**config.mk**
```make
export PLATFORM = sky130hd
export DESIGN_NAME = regfile_2r1w
export DESIGN_NICKNAME = d
export VERILOG_FILES = /design/src/rtl/regfile_pkg.sv /design/src/rtl/regfile_read_port.sv /design/src/rtl/regfile_2r1w.sv
export SDC_FILE = /design/constraint.sdc
export NUM_CORES = 2
export LEC_CHECK = 0
export CORE_MARGIN = 10
export CORE_UTILIZATION = 35
export CTS_CLUSTER_SIZE = 10
export DETAILED_ROUTE_END_ITERATION = 10
export PLACE_DENSITY = 0.58
export REMOVE_ABC_BUFFERS = 1
export SLEW_MARGIN = 5
export SYNTH_ARGS = -nofsm -noshare
export SYNTH_HDL_FRONTEND = slang
export SYNTH_SLANG_ARGS = --single-unit
export TNS_END_PERCENT = 5
```
**constraint.sdc**
```tcl
create_clock -name i_clock -period 3.18 [get_ports i_clock]
set_input_delay 0.954 -clock i_clock [delete_from_list [all_inputs] [get_ports i_clock]]
set_output_delay 0.954 -clock i_clock [all_outputs]
set_load 0.01 [all_outputs]
```
**src/rtl/regfile_pkg.sv**
```systemverilog
// Shared constants and types for the 2-read/1-write register file.
package regfile_pkg;

  localparam int unsigned DATA_W   = 32;
  localparam int unsigned ADDR_W   = 5;
  localparam int unsigned NUM_REGS = 32;
  localparam int unsigned ZERO_REG = 0;

  typedef logic [ADDR_W-1:0] reg_addr_t;
  typedef logic [DATA_W-1:0] reg_data_t;

endpackage

```
**src/rtl/regfile_read_port.sv**
```systemverilog
// Combinational read port: register select, hardwired zero and optional
// write-through forwarding (enabled by defining REGFILE_BYPASS_EN).
module regfile_read_port
  import regfile_pkg::*;
#(
  parameter int unsigned DATA_W   = regfile_pkg::DATA_W,
  parameter int unsigned ADDR_W   = regfile_pkg::ADDR_W,
  parameter int unsigned NUM_REGS = regfile_pkg::NUM_REGS
) (
  input  logic                             i_resetn,
  input  logic [NUM_REGS-1:0][DATA_W-1:0]  i_regs,
  input  logic [ADDR_W-1:0]                i_rn,
  input  logic                             i_write,
  input  logic [ADDR_W-1:0]                i_wn,
  input  logic [DATA_W-1:0]                i_wd,
  output logic [DATA_W-1:0]                o_data
);

  localparam logic [ADDR_W-1:0] ZeroAddr = ADDR_W'(ZERO_REG);

`ifdef REGFILE_BYPASS_EN
  logic w_fwd;
  assign w_fwd = i_write && (i_wn != ZeroAddr) && (i_wn == i_rn);
`else
  logic w_unused;
  assign w_unused = ^{i_write, i_wn, i_wd};
`endif

  always_comb begin
    o_data = '0;
    if (!i_resetn || (i_rn == ZeroAddr)) begin
      o_data = '0;
`ifdef REGFILE_BYPASS_EN
    end else if (w_fwd) begin
      o_data = i_wd;
`endif
    end else begin
      o_data = i_regs[i_rn];
    end
  end

endmodule

```
**src/rtl/regfile_2r1w.sv**
```systemverilog
// 32-entry register file, two async read ports and one sync write port.
// Optional write-through forwarding via the REGFILE_BYPASS_EN macro.
module regfile_2r1w
  import regfile_pkg::*;
#(
  parameter int unsigned DATA_W   = regfile_pkg::DATA_W,
  parameter int unsigned ADDR_W   = regfile_pkg::ADDR_W,
  parameter int unsigned NUM_REGS = regfile_pkg::NUM_REGS
) (
  input  logic              i_clock,
  input  logic              i_resetn,
  input  logic [ADDR_W-1:0] i_rn1,
  input  logic [ADDR_W-1:0] i_rn2,
  input  logic [ADDR_W-1:0] i_wn,
  input  logic              i_write,
  input  logic [DATA_W-1:0] i_wd,
  output logic [DATA_W-1:0] o_a,
  output logic [DATA_W-1:0] o_b
);

  localparam logic [ADDR_W-1:0] ZeroAddr = ADDR_W'(ZERO_REG);

  logic [NUM_REGS-1:0][DATA_W-1:0] r_regs;

  // Entry 0 is never written, so it stays at its reset value of zero.
  always_ff @(posedge i_clock or negedge i_resetn) begin
    if (!i_resetn) begin
      r_regs <= '0;
    end else if (i_write && (i_wn != ZeroAddr)) begin
      r_regs[i_wn] <= i_wd;
    end
  end

  regfile_read_port #(
    .DATA_W   (DATA_W),
    .ADDR_W   (ADDR_W),
    .NUM_REGS (NUM_REGS)
  ) u_port_a (
    .i_resetn (i_resetn),
    .i_regs   (r_regs),
    .i_rn     (i_rn1),
    .i_write  (i_write),
    .i_wn     (i_wn),
    .i_wd     (i_wd),
    .o_data   (o_a)
  );

  regfile_read_port #(
    .DATA_W   (DATA_W),
    .ADDR_W   (ADDR_W),
    .NUM_REGS (NUM_REGS)
  ) u_port_b (
    .i_resetn (i_resetn),
    .i_regs   (r_regs),
    .i_rn     (i_rn2),
    .i_write  (i_write),
    .i_wn     (i_wn),
    .i_wd     (i_wd),
    .o_data   (o_b)
  );

endmodule

```
==> flow_metrics.py <==
metrics = {
    "status": {
        "run_status": "complete, but fails checks",
        "violations": "negative setup slack",
    },
    "synth": {
        "yosys.area.top_type": "dfrtp_1",
        "synth_cell_types": 37,
        "ys_ff_latch": 1024,
        "syn_area_um2": 54900,
        "synth_commonest_cells": "1024 x dfrtp_1, 951 x mux2_2, 547 x mux2i_1",
        "yosysMostFrequentCell": "dfrtp_1",
        "async_flop_share_pct": 100,
        "synth_edf_count": 0,
        "yosysWarnings": 0,
        "ys_top_cells_by_area": "dfrtp_1 47%, mux2_2 20%, mux2i_1 10%",
        "synthCells": 4019,
        "synth.avg_cell_area_um2": 13.7,
        "ys.flop_type": "dfrtp_1",
        "synth_seq_area_share_pct": 46.7,
        "yosysTopAreaCellShare_pct": 46.7,
    },
    "critical_path": {
        "path_common_cell": "buf_12",
        "crit_path_end_kind": "primary output",
        "slowest_stage": "mux4_2",
        "cpPeakStageDelay_ns": 0.50,
        "r2r_cells": 1,
        "cp_max_fo": 8,
        "cp.arrival_ns": 2.76,
        "crit_required_ns": 2.23,
        "path_cells": "buf_16 -> buf_12 -> buf_12 -> mux4_2 -> and3_1 -> a21oi_2 -> buf_4 -> nand4_1 -> buf_2",
        "path_buf_inv": 5,
        "crit_family": "buffers and inverters",
        "crit_path_start_kind": "primary input",
        "path_class": "primary input to primary output",
        "worstReg2RegStart": "r_regs[385]",
        "r2r_setup_slack_ns": 2.37,
        "reg2reg_to": "r_regs[385]",
    },
    "timing": {
        "tightest_slew_ns": 1.04,
        "fin_setup_tns_ns": -27.83,
        "finClkSkew_ns": 0,
        "post-route-period-util_pct": 117,
        "hold_viol": 0,
        "final-setup-viol-count": 64,
        "worst_slack_ns": -0.535,
        "slew_violations": 0,
        "max_freq_ghz": 0.269,
        "finalCriticalPeriod_ns": 3.72,
        "rsz0062_at_grt": "yes",
        "relSlewSlack_pct": 30.3,
    },
    "floorplanning": {
        "coreArea_um2": 156000,
        "ios": 114,
        "rows": 145,
        "die_h_um": 416,
        "die_area_um2": 173000,
        "die_x_um": 416,
        "start_util_pct": 35.2,
    },
    "grt": {
        "gr-total-overflow": 0,
        "grt_pass1_wl_um": 280000,
        "grt_antenna_before_repair": 3,
        "grt_pass1_vias": 39680,
        "grt_max_degree": 189,
        "grt_usage_pct": 21.5,
    },
    "detailed_routing": {
        "via_per_inst": 5.89,
        "drc": 0,
        "drt-total-wl_um": 192000,
        "dr.pass1.iters": 5,
        "post_drt_wl_per_cell_um": 29.7,
        "ant_nets": 0,
        "first_iter_violations": 3328,
        "vias": 38109,
    },
    "cts": {
        "insertion_delay_ns": 0.73,
        "cts_buffers": 119,
        "clock_path_buffers": 3,
        "cts_max_level": 3,
        "cts_hold_buffers": 0,
        "cts_sinks": 1024,
        "clk_pin_slew_worst_paths_ns": 0.06,
        "cts_tree": "yes",
        "cts_root_buffer": "clkbuf_16",
    },
    "finish": {
        "final.fill_count": 14062,
        "seq_area_um2": 25600,
        "final_nets": 4402,
        "top_register": "r_regs",
        "multi_input_area_um2": 27700,
        "largest_reg_flops": 1024,
        "area_growth_pct": 22.9,
        "postLayoutCoreUtil_pct": 43.3,
        "layout-drive-gt1-share_pct": 48.1,
        "largestRegisters": "r_regs x1024",
    },
    "pwr": {
        "p_sw_w": 0.0108,
        "pwr-share-clk_pct": 33.5,
        "comb_power_share_pct": 20.9,
        "leakagePower_nw": 30.2,
        "p_sw_share_pct": 28.1,
        "ir_worst_vdd_v": 0.000435,
        "powerDensity_nw_per_um2": 566,
        "p_int_w": 0.0275,
        "p_seq_share_pct": 45.6,
    },
    "placed_design": {
        "post-place-ws_ns": -1.26,
        "gp_congestion": 0.861,
        "io_buffers": 113,
        "dp_hpwl_um": 124000,
    },
    "job": {
        "max-cap-violations": 0,
    },
    "min_path": {
        "hold_path.class": "primary input to async pin",
    },
}
## area by class of cell
class | count | share of cell area [%]
Clock inverter | 8 | 0.182
Clock buffer | 167 | 5.01
Tap cell | 2058 | 3.82
Inverter | 1 | 0.00556
Sequential cell | 1024 | 38.0
Timing Repair Buffer | 654 | 12.0
Multi-Input combinational cell | 2552 | 41.0
Antenna cell | 2 | 0.00742
## placed cells by master (no fill, tap or decap), types with 5 or more instances in the layout
cell / Yosys / final
dfrtp_1: 1024 / 1024
mux2_2: 951 / 951
mux2i_1: 547 / 543
buf_4: 64 / 279
a22oi_1: 281 / 248
mux4_2: 238 / 238
buf_12: 0 / 193
nand3_1: 147 / 143
clkbuf_16: 0 / 124
nand4_1: 66 / 66
buf_6: 50 / 52
nand2_1: 63 / 48
a21oi_1: 85 / 48
buf_2: 102 / 43
mux2_1: 41 / 41
clkdlybuf4s50_1: 0 / 38
a22oi_2: 0 / 33
clkbuf_1: 218 / 29
a21oi_2: 0 / 26
and3_1: 48 / 24
nor2_4: 10 / 23
and3_4: 0 / 23
buf_16: 0 / 18
clkbuf_8: 0 / 16
buf_8: 0 / 12
a21oi_4: 0 / 11
a22o_1: 9 / 9
nand2_4: 0 / 9
a31oi_1: 9 / 7
nor2b_4: 0 / 6
nand2_2: 0 / 6
clkbuf_2: 0 / 6
nor2_1: 11 / 5
## layer usage
| metal | global-route usage [%] | wire (um) | vias to the layer above |
|---|---|---|---|
| li1 | - | - | 15954 |
| met1 | 27.9 | 79300 | 20354 |
| met2 | 35.7 | 91900 | 1394 |
| met3 | 3.14 | 11100 | 405 |
| met4 | 9.67 | 9410 | 2 |
| met5 | 0 | 7 | - |
## stage by stage
step	hold slack, ns	area, um^2	total power (W)	std cells
2_1_floorplan	0.349	52500	0.0218	3577
4_1_cts	0.220	67000	0.0383	6433
3_5_place_dp	0.365	62400	0.0253	6214
6_report	0.230	67500	0.0382	6466
3_3_place_gp	0.367	62400	0.0250	6214
5_1_grt	0.238	67500	0.0399	6465
## cells by family (layout without fill, tap and decap cells)
kind of cell	after synthesis	after routing	share of synthesized area (%)
buffers and inverters	443	830	4.39
other	0	2	0
AND/OR/NAND/NOR	381	381	3.85
AO/OA/AOI/OAI	394	394	5.03
multiplexers	1777	1777	40.1
flip-flops	1024	1024	46.7
## power by group through the flow
stage	Clock [W]	Sequential (W)	Combinational (W)
after global placement	0	0.0174	0.00759
after global routing	0.0135	0.0177	0.00858
final	0.0128	0.0174	0.00798
after detailed placement	0	0.0176	0.00772
after floorplan	0	0.0169	0.00490
after CTS	0.0130	0.0174	0.00792
## repair_timing
action / 4_1_cts / 5_1_grt
pin swaps: 77 / 44
endpoints found under the hold margin: 0 / 0
gates cloned: 11 / 2
setup endpoints to repair: 64 / 251
buffers inserted: 34 / 29
gates resized for setup: 367 / 88
## how the worst max path moves through the flow
stage | startpoint | to | slack [ns] | depth (start not counted)
after floorplan | i_rn2[2] | o_b[11] | -1.75 | 4
after global placement | i_rn2[2] | o_b[10] | -1.29 | 8
after detailed placement | i_rn2[2] | o_b[10] | -1.26 | 8
after CTS | i_rn1[0] | o_a[31] | -0.61 | 9
after global routing | i_rn1[0] | o_a[11] | -0.57 | 9
final | i_rn1[0] | o_a[31] | -0.54 | 9
(Power assumes the default switching activity.)
